<file path="src/rtl/core_scheduler_pkg.sv">
// Shared encodings for the core sequencer and the datapath units that decode core_state.
// Fetcher and LSU state codes live here so every consumer agrees on them.
package core_scheduler_pkg;

  typedef logic [2:0] core_state_t;

  localparam core_state_t CORE_IDLE    = 3'b000;
  localparam core_state_t CORE_FETCH   = 3'b001;
  localparam core_state_t CORE_DECODE  = 3'b010;
  localparam core_state_t CORE_REQUEST = 3'b011;
  localparam core_state_t CORE_WAIT    = 3'b100;
  localparam core_state_t CORE_EXECUTE = 3'b101;
  localparam core_state_t CORE_UPDATE  = 3'b110;
  localparam core_state_t CORE_DONE    = 3'b111;

  localparam logic [2:0] FETCHER_FETCHED = 3'b010;

  typedef enum logic [1:0] {
    LSU_IDLE       = 2'b00,
    LSU_REQUESTING = 2'b01,
    LSU_WAITING    = 2'b10,
    LSU_DONE       = 2'b11
  } lsu_state_e;

  // A lane holds the core in WAIT only while its memory access is outstanding.
  function automatic logic lsu_busy(input logic [1:0] s);
    return (s == LSU_REQUESTING) || (s == LSU_WAITING);
  endfunction

endpackage

</file>
<file path="src/rtl/core_scheduler_if.sv">
// Bundle between the core sequencer and its dispatcher/datapath neighbours.
// slave is the sequencer's view; master is the surrounding core/dispatcher view.
interface core_scheduler_if #(
  parameter int THREADS = 4,
  parameter int PC_W    = 8,
  parameter int TC_W    = 3
);
  logic                    start;
  logic [TC_W-1:0]         thread_count;
  logic [2:0]              fetcher_state;
  logic                    decoded_mem_read;
  logic                    decoded_mem_write;
  logic                    decoded_ret;
  logic [2*THREADS-1:0]    lsu_state;
  logic [PC_W*THREADS-1:0] next_pc;
  logic [2:0]              core_state;
  logic [PC_W-1:0]         current_pc;
  logic [THREADS-1:0]      active_mask;
  logic                    done;
  logic                    diverged;

  modport slave (
    input  start, thread_count, fetcher_state, decoded_mem_read, decoded_mem_write,
           decoded_ret, lsu_state, next_pc,
    output core_state, current_pc, active_mask, done, diverged
  );

  modport master (
    output start, thread_count, fetcher_state, decoded_mem_read, decoded_mem_write,
           decoded_ret, lsu_state, next_pc,
    input  core_state, current_pc, active_mask, done, diverged
  );
endinterface

</file>
<file path="src/rtl/core_scheduler_lane_mask_gen.sv">
// Thermometer mask of active lanes from a thread count; counts above THREADS saturate
// to all-ones, so the clamp falls out of the per-lane compare.
module lane_mask_gen #(
  parameter int THREADS = 4,
  parameter int TC_W    = 3
) (
  input  logic [TC_W-1:0]    thread_count_i,
  output logic [THREADS-1:0] mask_o
);

  for (genvar gi = 0; gi < THREADS; gi++) begin : g_lane
    localparam logic [TC_W:0] IDX = (TC_W + 1)'(gi);
    assign mask_o[gi] = ({1'b0, thread_count_i} > IDX);
  end

endmodule

</file>
<file path="src/rtl/core_scheduler.sv">
// Per-core instruction sequencer: steps FETCH..UPDATE, owns current_pc, commits lane 0's
// next_pc and flags lane divergence. All outputs come straight from registers.
module core_scheduler #(
  parameter int THREADS = 4,
  parameter int PC_W    = 8,
  parameter int TC_W    = 3
) (
  input  logic             clk,
  input  logic             reset,
  core_scheduler_if.slave  bus
);
  import core_scheduler_pkg::*;

  core_state_t        state_q, state_d;
  logic [PC_W-1:0]    pc_q, pc_d;
  logic [THREADS-1:0] mask_q, mask_d;
  logic               done_q, done_d;
  logic               div_q, div_d;

  logic [THREADS-1:0] start_mask;
  logic [THREADS-1:0] lane_busy;
  logic [THREADS-1:0] lane_diff;
  logic               unused_mem_flags;

  // Memory flags steer the LSUs directly; the sequencer only watches lsu_state.
  assign unused_mem_flags = bus.decoded_mem_read ^ bus.decoded_mem_write;

  lane_mask_gen #(
    .THREADS (THREADS),
    .TC_W    (TC_W)
  ) u_lane_mask_gen (
    .thread_count_i (bus.thread_count),
    .mask_o         (start_mask)
  );

  for (genvar gi = 0; gi < THREADS; gi++) begin : g_lane
    assign lane_busy[gi] = lsu_busy(bus.lsu_state[2*gi +: 2]);
    assign lane_diff[gi] = (bus.next_pc[gi*PC_W +: PC_W] != bus.next_pc[0 +: PC_W]);
  end

  always_comb begin
    state_d = state_q;
    pc_d    = pc_q;
    mask_d  = mask_q;
    done_d  = done_q;
    div_d   = div_q;
    case (state_q)
      CORE_IDLE: begin
        if (bus.start) begin
          mask_d = start_mask;
          if (start_mask == '0) begin
            state_d = CORE_DONE;
            done_d  = 1'b1;
          end else begin
            state_d = CORE_FETCH;
          end
        end
      end
      CORE_FETCH: begin
        if (bus.fetcher_state == FETCHER_FETCHED) state_d = CORE_DECODE;
      end
      CORE_DECODE:  state_d = CORE_REQUEST;
      CORE_REQUEST: state_d = CORE_WAIT;
      CORE_WAIT: begin
        if ((lane_busy & mask_q) == '0) state_d = CORE_EXECUTE;
      end
      CORE_EXECUTE: state_d = CORE_UPDATE;
      CORE_UPDATE: begin
        if (bus.decoded_ret) begin
          state_d = CORE_DONE;
          done_d  = 1'b1;
        end else begin
          // Lane 0 always wins; disagreement among active lanes is only flagged.
          pc_d    = bus.next_pc[0 +: PC_W];
          state_d = CORE_FETCH;
          if ((lane_diff & mask_q) != '0) div_d = 1'b1;
        end
      end
      CORE_DONE: state_d = CORE_DONE;
      default:   state_d = CORE_IDLE;
    endcase
  end

  always_ff @(posedge clk) begin
    if (reset) begin
      state_q <= CORE_IDLE;
      pc_q    <= '0;
      mask_q  <= '0;
      done_q  <= 1'b0;
      div_q   <= 1'b0;
    end else begin
      state_q <= state_d;
      pc_q    <= pc_d;
      mask_q  <= mask_d;
      done_q  <= done_d;
      div_q   <= div_d;
    end
  end

  assign bus.core_state  = state_q;
  assign bus.current_pc  = pc_q;
  assign bus.active_mask = mask_q;
  assign bus.done        = done_q;
  assign bus.diverged    = div_q;

endmodule
</file>
<file path="src/flat_wrapper.sv">
// flat-port wrapper written by rule: the top's interface ports become plain ports
module core_scheduler_flat import core_scheduler_pkg::*;
#(
  parameter int THREADS = 4,
  parameter int PC_W    = 8,
  parameter int TC_W    = 3
)
  (clk, reset, bus_start, bus_thread_count, bus_fetcher_state, bus_decoded_mem_read, bus_decoded_mem_write, bus_decoded_ret, bus_lsu_state, bus_next_pc, bus_core_state, bus_current_pc, bus_active_mask, bus_done, bus_diverged);
  core_scheduler_if #(.THREADS(THREADS), .PC_W(PC_W), .TC_W(TC_W)) bus_i ();
  input  logic clk;
  input  logic reset;
  input wire logic [$bits(bus_i.start)-1:0] bus_start;
  input wire logic [$bits(bus_i.thread_count)-1:0] bus_thread_count;
  input wire logic [$bits(bus_i.fetcher_state)-1:0] bus_fetcher_state;
  input wire logic [$bits(bus_i.decoded_mem_read)-1:0] bus_decoded_mem_read;
  input wire logic [$bits(bus_i.decoded_mem_write)-1:0] bus_decoded_mem_write;
  input wire logic [$bits(bus_i.decoded_ret)-1:0] bus_decoded_ret;
  input wire logic [$bits(bus_i.lsu_state)-1:0] bus_lsu_state;
  input wire logic [$bits(bus_i.next_pc)-1:0] bus_next_pc;
  output wire logic [$bits(bus_i.core_state)-1:0] bus_core_state;
  output wire logic [$bits(bus_i.current_pc)-1:0] bus_current_pc;
  output wire logic [$bits(bus_i.active_mask)-1:0] bus_active_mask;
  output wire logic [$bits(bus_i.done)-1:0] bus_done;
  output wire logic [$bits(bus_i.diverged)-1:0] bus_diverged;
  assign bus_i.start = bus_start;
  assign bus_i.thread_count = bus_thread_count;
  assign bus_i.fetcher_state = bus_fetcher_state;
  assign bus_i.decoded_mem_read = bus_decoded_mem_read;
  assign bus_i.decoded_mem_write = bus_decoded_mem_write;
  assign bus_i.decoded_ret = bus_decoded_ret;
  assign bus_i.lsu_state = bus_lsu_state;
  assign bus_i.next_pc = bus_next_pc;
  assign bus_core_state = bus_i.core_state;
  assign bus_current_pc = bus_i.current_pc;
  assign bus_active_mask = bus_i.active_mask;
  assign bus_done = bus_i.done;
  assign bus_diverged = bus_i.diverged;
  core_scheduler #(.THREADS(THREADS), .PC_W(PC_W), .TC_W(TC_W)) u_core (.clk(clk), .reset(reset), .bus(bus_i));
endmodule
</file>
<file path="config.mk">
export PLATFORM = sky130hd
export DESIGN_NAME = core_scheduler_flat
export DESIGN_NICKNAME = d
export VERILOG_FILES = /design/src/rtl/core_scheduler_pkg.sv /design/src/rtl/core_scheduler_if.sv /design/src/rtl/core_scheduler_lane_mask_gen.sv /design/src/rtl/core_scheduler.sv /design/src/flat_wrapper.sv
export SDC_FILE = /design/constraint.sdc
export NUM_CORES = 1
export LEC_CHECK = 0
export ABC_AREA = 1
export CORE_UTILIZATION = 25
export DETAILED_ROUTE_END_ITERATION = 16
export GPL_TIMING_DRIVEN = 0
export MAX_ROUTING_LAYER = met4
export SLEW_MARGIN = 10
export SYNTH_ARGS = -nofsm -noshare
export SYNTH_HDL_FRONTEND = slang
export SYNTH_HIERARCHICAL = 1
export SYNTH_SLANG_ARGS = --single-unit
</file>
<file path="constraint.sdc">
create_clock -name clk -period 1.7 [get_ports clk]
set_clock_uncertainty 0.1 [all_clocks]
set_input_delay 0.34 -clock clk [delete_from_list [all_inputs] [get_ports clk]]
set_output_delay 0.34 -clock clk [all_outputs]
set_load 0.01 [all_outputs]
</file>
==> results.txt <==
Die H: 72.0 µm
Ports: 69
Xor-xnor portion of the synthesized cell area: 12.2%
Pwr Density: 623 nW/µm²
Synth unique cells: 28
Clock root cell: clkbuf_8
Final Hold Vio Count: 0
Slowest CP cell: clkdlybuf4s50_1
Synth Area in Compound Gates: 13.0%
Synthesized instance count: 189
Area Growth Syn to Fin: 64.3%
Filler cells: 498
Die footprint: 5180 µm²
Tcrit/Tclk final: 97.6%
Initial antenna violation count: 0
Max Cap Viol: 0
CP Cell Sequence: clkdlybuf4s50_1
Fin. max-slew vios: 0
DRT Wirelength: 3080 µm
Maximum vdd drop: 228 µV
Minimum clock period: 1.66 ns
Starting Density: 25.9%
ANT cells: 0
Max Root-Sink Buffers: 2
NumNets Final: 311
Post-Layout Cell Count: 325
RePlAce Congestion: 0.773
FP Rows: 25
Fmax: 0.603 GHz
Max-Slew Margin vs Limit: 68.3%
Clock transition at path regs: 0.07 ns
CP max stage delay: 0.56 ns
Hold WC Path Type: reg2reg
CTS tree: yes
Largest family of logic cells by synthesized area: simple AND/OR/NAND/NOR gates
Post-Synthesis Cell Area: 1220 µm²
Synthesized Nets: 241
Vias in the first global route: 1153
Critical path launch point type: flip-flop
Fin worst setup slack: 0.0403 ns
DRC: 0
# clock sinks: 17
Avg Cell Area, Syn: 6.47 µm²
Placed Cells: 321
Synth Area in Adders: 0%
Core ar.: 4720 µm²
LEAKAGE: 0.800 nW
Num CTS Buffers: 3
Arrival @ worst endpoint: 1.22 ns
R2R Setup Slk: 0.37 ns
Dpl hpwl: 2650 µm
Skew-Pair Late Insertion Delay: 0.25 ns
Hold-fix buffers at CTS: 0
Mux contribution to synthesized area: 0%
Die Wd: 72.0 µm
I/O Buffers: 65
GRT overflow: 0
DP Worst Slack: -0.148 ns
Routed len/inst: 9.49 µm
Simple-gate share of the synthesized area: 38.1%
Global-route wire length before repair: 5020 µm
Area occupied by multi-input gates: 774 µm²
First-pass detailed-route iteration total: 4
Layout cell share with drive strength beyond 1: 11.6%
Slew @ Worst Pin: 0.475 ns
Register area: 348 µm²
Crit Path Class: reg2out
Global router's overall resource usage: 12.8%
CTS H-Tree Depth: 1
YS warnings: 6
Crit path buffers/inverters: 1
Unrepaired setup endpoints after global routing: false
Number of synthesized register bits: 17
Initial DRC count: 33
Critical Path End Type: primary output
CP required: 1.26 ns
Sequential element share of the synthesized area: 27.8%
Pin count of the biggest net entering global routing: 11
Cell family with most CP delay: buffers and inverters
Crit Path Max Fanout: 6
Setup violations, final: 0
Finished Core Util: 42.6%
Vias/cell: 4.12
Antenna viol nets, final: 0
Vias: 1338
Status: complete, no violations
[routing by layer]
layer	wire [µm]	vias to the layer above	track usage, %
met1	1480	573	16.6
li1	-	729	-
met3	94	4	0.833
met5	0	-	-
met2	1450	32	20.6
met4	59	0	5.88
[timing repair]
| action | CTS | global route |
|---|---|---|
| pin swaps | 0 | 1 |
| setup endpoints to repair | 2 | 5 |
| buffers inserted | 0 | 0 |
| resized for setup | 2 | 4 |
[kinds of logic (layout without fill, tap and decap cells)]
| group | Yosys count | after routing |
|---|---|---|
| buffers and inverters | 24 | 93 |
| DFF | 17 | 17 |
| and+or+nand+nor | 105 | 105 |
| xor gates and xnor gates | 17 | 17 |
| AOI/OAI and AO/OA | 26 | 26 |
[where the power goes]
part / leakage (nW) / internal (mW) / switching, mW
Clock: 0.0228 / 0.166 / 0.138
Combinational: 0.637 / 0.257 / 0.223
Sequential: 0.140 / 0.430 / 0.0361
Total: 0.800 / 0.854 / 0.398
[synthesized netlist by cell type, drive strengths merged]
cell	n	share of area, %
a211oi	1	1.0
nor3	2	1.2
inv	20	6.3
or3b	1	0.72
xnor2	17	12
nor3b	1	0.61
o21ai	10	4.7
buf	1	1.2
clkbuf	2	0.61
a21oi	14	6.6
nor2	25	9.3
clkinv	1	0.72
dfxtp	17	28
nand2	63	21
nand3	9	3.7
o211ai	1	0.61
or2	4	2.0
[through the flow]
step	hold WS (ns)	power [mW]	TNS (ns)	cell area [µm²]
after global placement	0.350	0.952	-0.358	1960
after CTS	0.364	1.27	0	2010
final	0.362	1.25	0	2010
after detailed placement	0.351	0.956	-0.410	1960
after floorplan	0.380	0.727	0	1220
after global routing	0.379	1.34	0	2010
[state kept, by name (all words and copies together) (netlist names)]
register                flops
u_core/bus.current_pc       8
u_core/bus.active_mask      4
u_core/bus.core_state       3
u_core/bus.diverged         1
u_core/bus.done             1
[layout make-up]
type	count	area share, %
flip-flops and latches	17	17.3
plain buffers	3	1.12
well taps	67	4.17
clock buffers	4	2.24
inverters	21	4.29
repair buffers	65	32.4
multi-input cells	148	38.5
[path summary, 6_finish.rpt]
kind / end / startpoint / cells after the start
min reg2reg: u_core/bus.diverged / u_core/bus.diverged / 2
max: bus_core_state[2] / u_core/bus.core_state[2] / 1
max reg2reg: u_core/bus.core_state[0] / u_core/bus.core_state[1] / 8
min: u_core/bus.diverged / u_core/bus.diverged / 2
[cells in the final DEF, fill, tap and decap left out]
master and count:
clkinv_4 1, a21oi_2 3, buf_8 1, dfxtp_1 11, o21ai_2 2, a21oi_1 11
nand3_1 9, nand2_4 1, nand2_1 59, nor2_4 2, or2_1 3, inv_4 1
nor3b_1 1, inv_1 16, clkdlybuf4s50_1 65, nor2_1 21, clkbuf_8 3, o21ai_0 4
inv_2 3, a211oi_2 1, or2_0 1, clkbuf_1 3, o21ai_1 4, xnor2_1 17
nor2_2 2, nand2_2 3, o211ai_1 1, nor3_1 1, nor3_2 1, or3b_1 1
dfxtp_2 6
No activity file was read; power rests on OpenSTA's default activity.
